<file path="src/rtl/packer_fsm.sv">
// Packs 32-byte input beats into 160-byte chunks (up to 5 beats), framing packets with sop/eop
// and flagging protocol violations with a registered one-cycle error pulse.
module packer_fsm (
   input  logic          clk,
   input  logic          reset_L,
   input  logic          i_val,
   input  logic          i_sop,
   input  logic          i_eop,
   input  logic [7:0]    i_vbc,
   input  logic [255:0]  i_data,
   output logic          i_ready,
   input  logic          o_ready,
   output logic          o_val,
   output logic          o_sop,
   output logic          o_eop,
   output logic [7:0]    o_vbc,
   output logic [1279:0] o_data,
   output logic          o_err
);

   localparam logic [1:0] StIdle = 2'd0;
   localparam logic [1:0] StAcc  = 2'd1;
   localparam logic [1:0] StHold = 2'd2;

   logic [1:0]    state_q, state_d;
   logic [2:0]    cnt_q, cnt_d;
   logic [7:0]    bytes_q, bytes_d;
   logic [1279:0] data_q, data_d;
   logic          sop_q, sop_d;
   logic          eop_q, eop_d;
   logic          err_q, err_d;

   logic          in_xfer;
   logic          out_xfer;
   logic          bad_beat;
   logic [10:0]   slot_base;

   assign o_val    = (state_q == StHold);
   assign i_ready  = reset_L && (!o_val || o_ready);
   assign in_xfer  = i_val && i_ready;
   assign out_xfer = o_val && o_ready;

   assign o_sop  = o_val && sop_q;
   assign o_eop  = o_val && eop_q;
   assign o_vbc  = o_val ? bytes_q : 8'd0;
   assign o_data = data_q;
   assign o_err  = err_q;

   always_comb begin
      state_d   = state_q;
      cnt_d     = cnt_q;
      bytes_d   = bytes_q;
      data_d    = data_q;
      sop_d     = sop_q;
      eop_d     = eop_q;
      err_d     = 1'b0;
      bad_beat  = 1'b0;
      slot_base = '0;

      // Retire first so a beat taken in the same cycle sees a cleared accumulator.
      if (out_xfer) begin
         state_d = eop_q ? StIdle : StAcc;
         cnt_d   = 3'd0;
         bytes_d = 8'd0;
         data_d  = '0;
         sop_d   = 1'b0;
         eop_d   = 1'b0;
      end

      if (in_xfer && i_vbc != 8'd0) begin
         bad_beat = (i_vbc > 8'd32) || (!i_eop && i_vbc != 8'd32) ||
                    (state_d == StIdle && !i_sop);
         if (bad_beat) begin
            err_d = 1'b1;
         end else begin
            // A new sop inside an open packet abandons the partial chunk.
            if (i_sop) begin
               err_d   = (state_d == StAcc);
               cnt_d   = 3'd0;
               bytes_d = 8'd0;
               data_d  = '0;
            end
            if (cnt_d == 3'd0) begin
               sop_d = i_sop;
            end
            slot_base = {cnt_d, 8'd0};
            data_d[slot_base +: 256] = i_data;
            cnt_d   = cnt_d + 3'd1;
            bytes_d = bytes_d + i_vbc;
            eop_d   = i_eop;
            state_d = (i_eop || cnt_d == 3'd5) ? StHold : StAcc;
         end
      end
   end

   always_ff @(posedge clk or negedge reset_L) begin
      if (!reset_L) begin
         state_q <= StIdle;
         cnt_q   <= 3'd0;
         bytes_q <= 8'd0;
         data_q  <= '0;
         sop_q   <= 1'b0;
         eop_q   <= 1'b0;
         err_q   <= 1'b0;
      end else begin
         state_q <= state_d;
         cnt_q   <= cnt_d;
         bytes_q <= bytes_d;
         data_q  <= data_d;
         sop_q   <= sop_d;
         eop_q   <= eop_d;
         err_q   <= err_d;
      end
   end

endmodule

</file>
<file path="config.mk">
export PLATFORM = sky130hd
export DESIGN_NAME = packer_fsm
export DESIGN_NICKNAME = d
export VERILOG_FILES = /design/src/rtl/packer_fsm.sv
export SDC_FILE = /design/constraint.sdc
export NUM_CORES = 2
export LEC_CHECK = 0
export BUFFER_PORTS_ARGS = -buffer_cell sky130_fd_sc_hd__buf_2
export CELL_PAD_IN_SITES_DETAIL_PLACEMENT = 1
export CELL_PAD_IN_SITES_GLOBAL_PLACEMENT = 1
export CORE_AREA = 2 2 613 615
export CTS_CLUSTER_DIAMETER = 120
export DETAILED_ROUTE_END_ITERATION = 7
export DIE_AREA = 0 0 615 617
export PLACE_DENSITY_LB_ADDON = 0.1
export SLEW_MARGIN = 20
export SYNTH_ARGS = -nofsm -noshare
export SYNTH_HDL_FRONTEND = slang
export SYNTH_SLANG_ARGS = --single-unit
</file>
<file path="constraint.sdc">
create_clock -name clk -period 3.2 [get_ports clk]
set_clock_uncertainty 0.15 [all_clocks]
set_input_delay 0.48 -clock clk [delete_from_list [all_inputs] [get_ports clk]]
set_output_delay 0.48 -clock clk [all_outputs]
set_load 0.03 [all_outputs]
</file>
After elaboration in Yosys (flattened, before gate mapping)
Index checks and enable logic that the tools add are counted.

operators by class
  add/sub/neg operators = 3
  $lt $le $gt $ge = 1
  eq/ne operators = 4
  shifts and indexed selects = 2
  muxes and demuxes = 35
  reduce and logical (&&, ||, !) cells = 18

operator list
  operator                                                        number
  2-to-1 mux 1280 bit                                             6
  bitwise mux 1280 bit                                            1
  variable shift 256 x 13 -> 1280 bit (first input constant)      1
  variable part select 256 x 13 -> 1280 bit                       1
  2-to-1 mux 8 bit                                                7
  2-to-1 mux 3 bit                                                6
  negation 11 -> 13 bit                                           1
  2-to-1 mux 1 bit                                                11
  adder 8 bit                                                     1
  greater-than comparator 8 x 6 -> 1 bit (second input constant)  1
  logical AND 1 bit                                               8
  2-to-1 mux 2 bit                                                4
  != test 8 x 6 -> 1 bit (second input constant)                  1
  nonzero test 8 bit                                              1
  logical OR 1 bit                                                4
  adder 3 x 1 -> 3 bit (second input constant)                    1
  == test 3 bit (second input constant)                           1
  logical NOT 1 bit                                               3
  logical NOT 3 bit                                               1
  == test 2 x 1 -> 1 bit (second input constant)                  1
  == test 2 bit (second input constant)                           1
  logical NOT 2 bit                                               1

storage, ports and cells
  flip-flop bits (word level) = 1296
  input bits = 270

Logic depth before layout (Yosys ltp)
  depth in word-level cells = 14
  depth in mapped cells = 13
  depth with buffers taken out = 11

Worst setup path before layout
Ideal clock, no wire load.

  kind = input to register
  start = input port i_sop
  end = register data_q[794] (netlist: o_data[794])
  library setup time = 0.066 ns
  arrival = 2.945 ns
  data required time = 2.984 ns
  slack = 0.038 ns
  stages on the path = 10
  cells stage by stage = clkbuf_1 > buf_1 > or2_2 > ha_1 > ha_1 > a31o_2 > a21oi_1 > clkbuf_1 > clkbuf_1 > a22o_1

between the ends
  cells in the longest elaborated chain, start to end = 8

ends and longest elaborated chain
  element                                                                                           line  RTL
  from (decl)                                                                                       7     input logic i_sop,
  2-to-1 mux 3 bit                                                                                  77    if (i_sop) begin
  2-to-1 mux 3 bit                                                                                  73    if (bad_beat) begin
  2-to-1 mux 3 bit                                                                                  70    if (in_xfer && i_vbc != 8'd0) begin
  negation 11 -> 13 bit                                                                             87    data_d[slot_base +: 256] = i_data;
  variable part select 256 x 13 -> 1280 bit or variable shift 256 x 13 -> 1280 bit (tied branches)  87
  bitwise mux 1280 bit                                                                              87
  2-to-1 mux 1280 bit (*)                                                                           73
  2-to-1 mux 1280 bit (*)                                                                           70
  net data_d[794]                                                                                   28    logic [1279:0] data_q, data_d;
  to (signal assigned)                                                                              109   data_q <= data_d;
  to (decl)                                                                                         28

The timed path passes the listed nets; every way through them passes the cells marked *. The select of a mux whose other input is x is not followed.

Worst setup path in the final report
  start = register state_q[0]
  end = register data_q[300] (netlist: o_data[300])

between the ends
  cells in the longest elaborated chain, start to end = 11

ends and longest elaborated chain
  element                                                                                           line  RTL
  from (decl)                                                                                       25    logic [1:0] state_q, state_d;
  from (signal assigned)                                                                            98    state_q <= StIdle;
  from (signal assigned)                                                                            106   state_q <= state_d;
  == test 2 bit                                                                                     38    assign o_val = (state_q == StHold);
  logical AND 1 bit                                                                                 41    assign out_xfer = o_val && o_ready;
  2-to-1 mux 3 bit                                                                                  61    if (out_xfer) begin
  2-to-1 mux 3 bit                                                                                  77
  2-to-1 mux 3 bit                                                                                  73
  2-to-1 mux 3 bit                                                                                  70
  negation 11 -> 13 bit                                                                             87
  variable part select 256 x 13 -> 1280 bit or variable shift 256 x 13 -> 1280 bit (tied branches)  87
  bitwise mux 1280 bit                                                                              87
  2-to-1 mux 1280 bit                                                                               73
  2-to-1 mux 1280 bit (*)                                                                           70
  net data_d[300]                                                                                   28

Marks and branches as above.

==> reports/results.ini <==
[floorplan]
die-area_sq_um = 379000
num_io_pins = 1563
core_sq_um = 374000
rows = 225
start_util = 0.124
die_w_um = 615
dieHeight_um = 617

[detailed_routing]
drc = 0
wire_per_inst_um = 29.3
wl_um = 300000
drt_iter0_markers = 2010
drt-vias-per-instance = 3.71
ant_nets = 0
detailroute.via_count = 38000
drt-pass1-iter-count = 8

[setup_path]
crit_path_start_kind = flip-flop
required_ns = 3.80
critPathCaptureType = flip-flop
crit_fanout = 8
crit_type = reg -> reg
r2r_cells = 16
cp_data_arrival_time_ns = 3.78

[final_layout]
syn2layout_area_growth_pct = 56.4
final_nets = 5374
drive_above_1_share = 0.420
instances_no_fill = 10200

[synthesis]
async_flop_share = 1.00
netlist_instances = 3033
synthTopCellsByArea = dfrtp_1 70%, a22o_1 24%, buf_2 2.4%
synth_area_sq_um = 46200
synth_ff_type = dfrtp_1
synth_area_leader_cell = dfrtp_1
ys_ff_latch = 1296
yosysMostFrequentCell = dfrtp_1
yosys_warnings = 0
netlist_top_cells_count = 1296 x dfrtp_1, 1280 x a22o_1, 217 x buf_2
synth_nets = 3317
yosysSeqAreaShare = 0.702
avgSynthCellArea_sq_um = 15.2
synth_edf_count = 0
synthDistinctLibCells = 50
synth_top_area_frac = 0.702

[grt]
grt_pass1_vias = 41100
antenna_found_initial = 29
grt_usage = 0.153
grt_max_degree = 160
grt_first_pass_wirelength_um = 404000
grt-ovfl-total = 0

[hold_path]
min_path_cells = 4
hp-class = in -> reg

[sta]
fin_ws_ns = 0.0266
rsz0062_at_grt = yes
holdWs_ns = 0.113
slew_violations = 0
fin_crit_sh = 0.992
relSlewSlack = 0.292
worst_pin_slew_ns = 1.06
clock.fmax_mhz = 315
finalSetupTns_ns = 0
hold_viol = 0
setup_viol = 0
layout_min_cycle_time_ns = 3.17

[pwr]
p_leak_nw = 37.4
powerDensity_nw_per_um2 = 632
irDropWorstVdd_mv = 0.399
power_mw = 45.6

[place]
dp_hpwl_um = 221000
place_congestion = 0.757
port_buffers = 1562
place_ws_ns = -0.563
dp.cells = 9567

[clocking]
cts_buffers = 180
cts.sinks = 1296
clock_path_buffers = 4
cts-root-buf = clkbuf_16
clk-insertion-delay-late_ns = 0.84
cts_tree = yes
htree_levels = 4
clk_pin_slew_ns = 0.05

[job]
cap_violations = 0

[outcome]
status = finished clean

## through the flow
stage,area (sq um),util
after floorplan,46200,-
after global placement,62100,0.166
after detailed placement,62100,0.166
after CTS,71900,0.192
after global routing,72200,0.193
final,72200,0.193
## worst max-delay path, cell delays in order (launching register included)
cell      delay, ns
dfrtp_1        0.39
nand3b_1       0.20
nand2_1        0.09
or2_4          0.27
ha_4           0.17
ha_4           0.28
o31ai_4        0.07
nor4_2         0.18
buf_4          0.18
nand2_4        0.04
nor3_4         0.21
buf_12         0.16
buf_12         0.12
buf_16         0.14
buf_12         0.15
buf_8          0.13
a22o_1         0.13
## repair_timing
action	CTS	global route
resized for setup	82	21
gates cloned	21	5
pin swaps	13	20
hold endpoints to repair	1500	5
buffers inserted	37	13
endpoints found under the setup margin	822	857
hold buffers	264	1
## report_power, final
part	switching, mW	internal (mW)
Clock	8.44	11.8
Sequential	0.657	17.4
Combinational	5.12	2.16
Total	14.2	31.4
## per-layer routing
layer	vias up	GRT usage	routed length, um
met5	-	0	65
li1	15900	-	-
met4	10	0.0420	8710
met1	20500	0.173	115000
met3	307	0.0458	20500
met2	1227	0.278	156000
## cell type report
class	instances	area [sq um]
timing repair buffer	2163	15100
antenna	17	42.5
clock inverter	37	435
sequential	1296	32400
clock buffer	281	5410
multi-input combinational	1435	12500
fill	42000	301000
inverter	14	56.3
tap	4994	6250
## cells in the final DEF, fill, tap and decap left out, drive strengths merged, types with 15 or more instances in the layout
cell type,count
inv,18
clkbuf,285
buf,1892
dlygate4sd3,265
nand3,18
clkinv,27
a22o,1280
diode,17
and2,15
dfrtp,1296
## state kept, by name, indices dropped and copies added, names as in the netlist
register,cells
state_q,2
sop_q,1
bytes_q,8
cnt_q,3
o_err,1
o_data,1280
eop_q,1
## worst paths after layout
check	endpoint	slack, ns	from
max in group asynchronous	o_data[485]$_DFF_PN0_	1.10	reset_L
worst min register to register	o_data[192]$_DFF_PN0_	0.34	o_data[192]$_DFF_PN0_
worst max-delay path	o_data[300]$_DFF_PN0_	0.03	state_q[0]$_DFF_PN0_
min in group asynchronous	o_data[987]$_DFF_PN0_	0.22	reset_L
worst min-delay path	state_q[0]$_DFF_PN0_	0.11	o_ready
worst max register to register	o_data[300]$_DFF_PN0_	0.03	state_q[0]$_DFF_PN0_
## cells by family (layout without fill, tap and decap cells)
logic type,count (synthesis),after routing,share of synthesized area
AO/OA/AOI/OAI,1330,1330,0.250
XOR/XNOR,3,3,0.000569
adder cells (fa/ha/maj),14,14,0.00396
buffers and inverters,302,2495,0.0313
flip-flops,1296,1296,0.702
multiplexers,2,2,0.000434
other,0,17,0
AND/OR/NAND/NOR,86,86,0.0110
(Power assumes the default switching activity.)
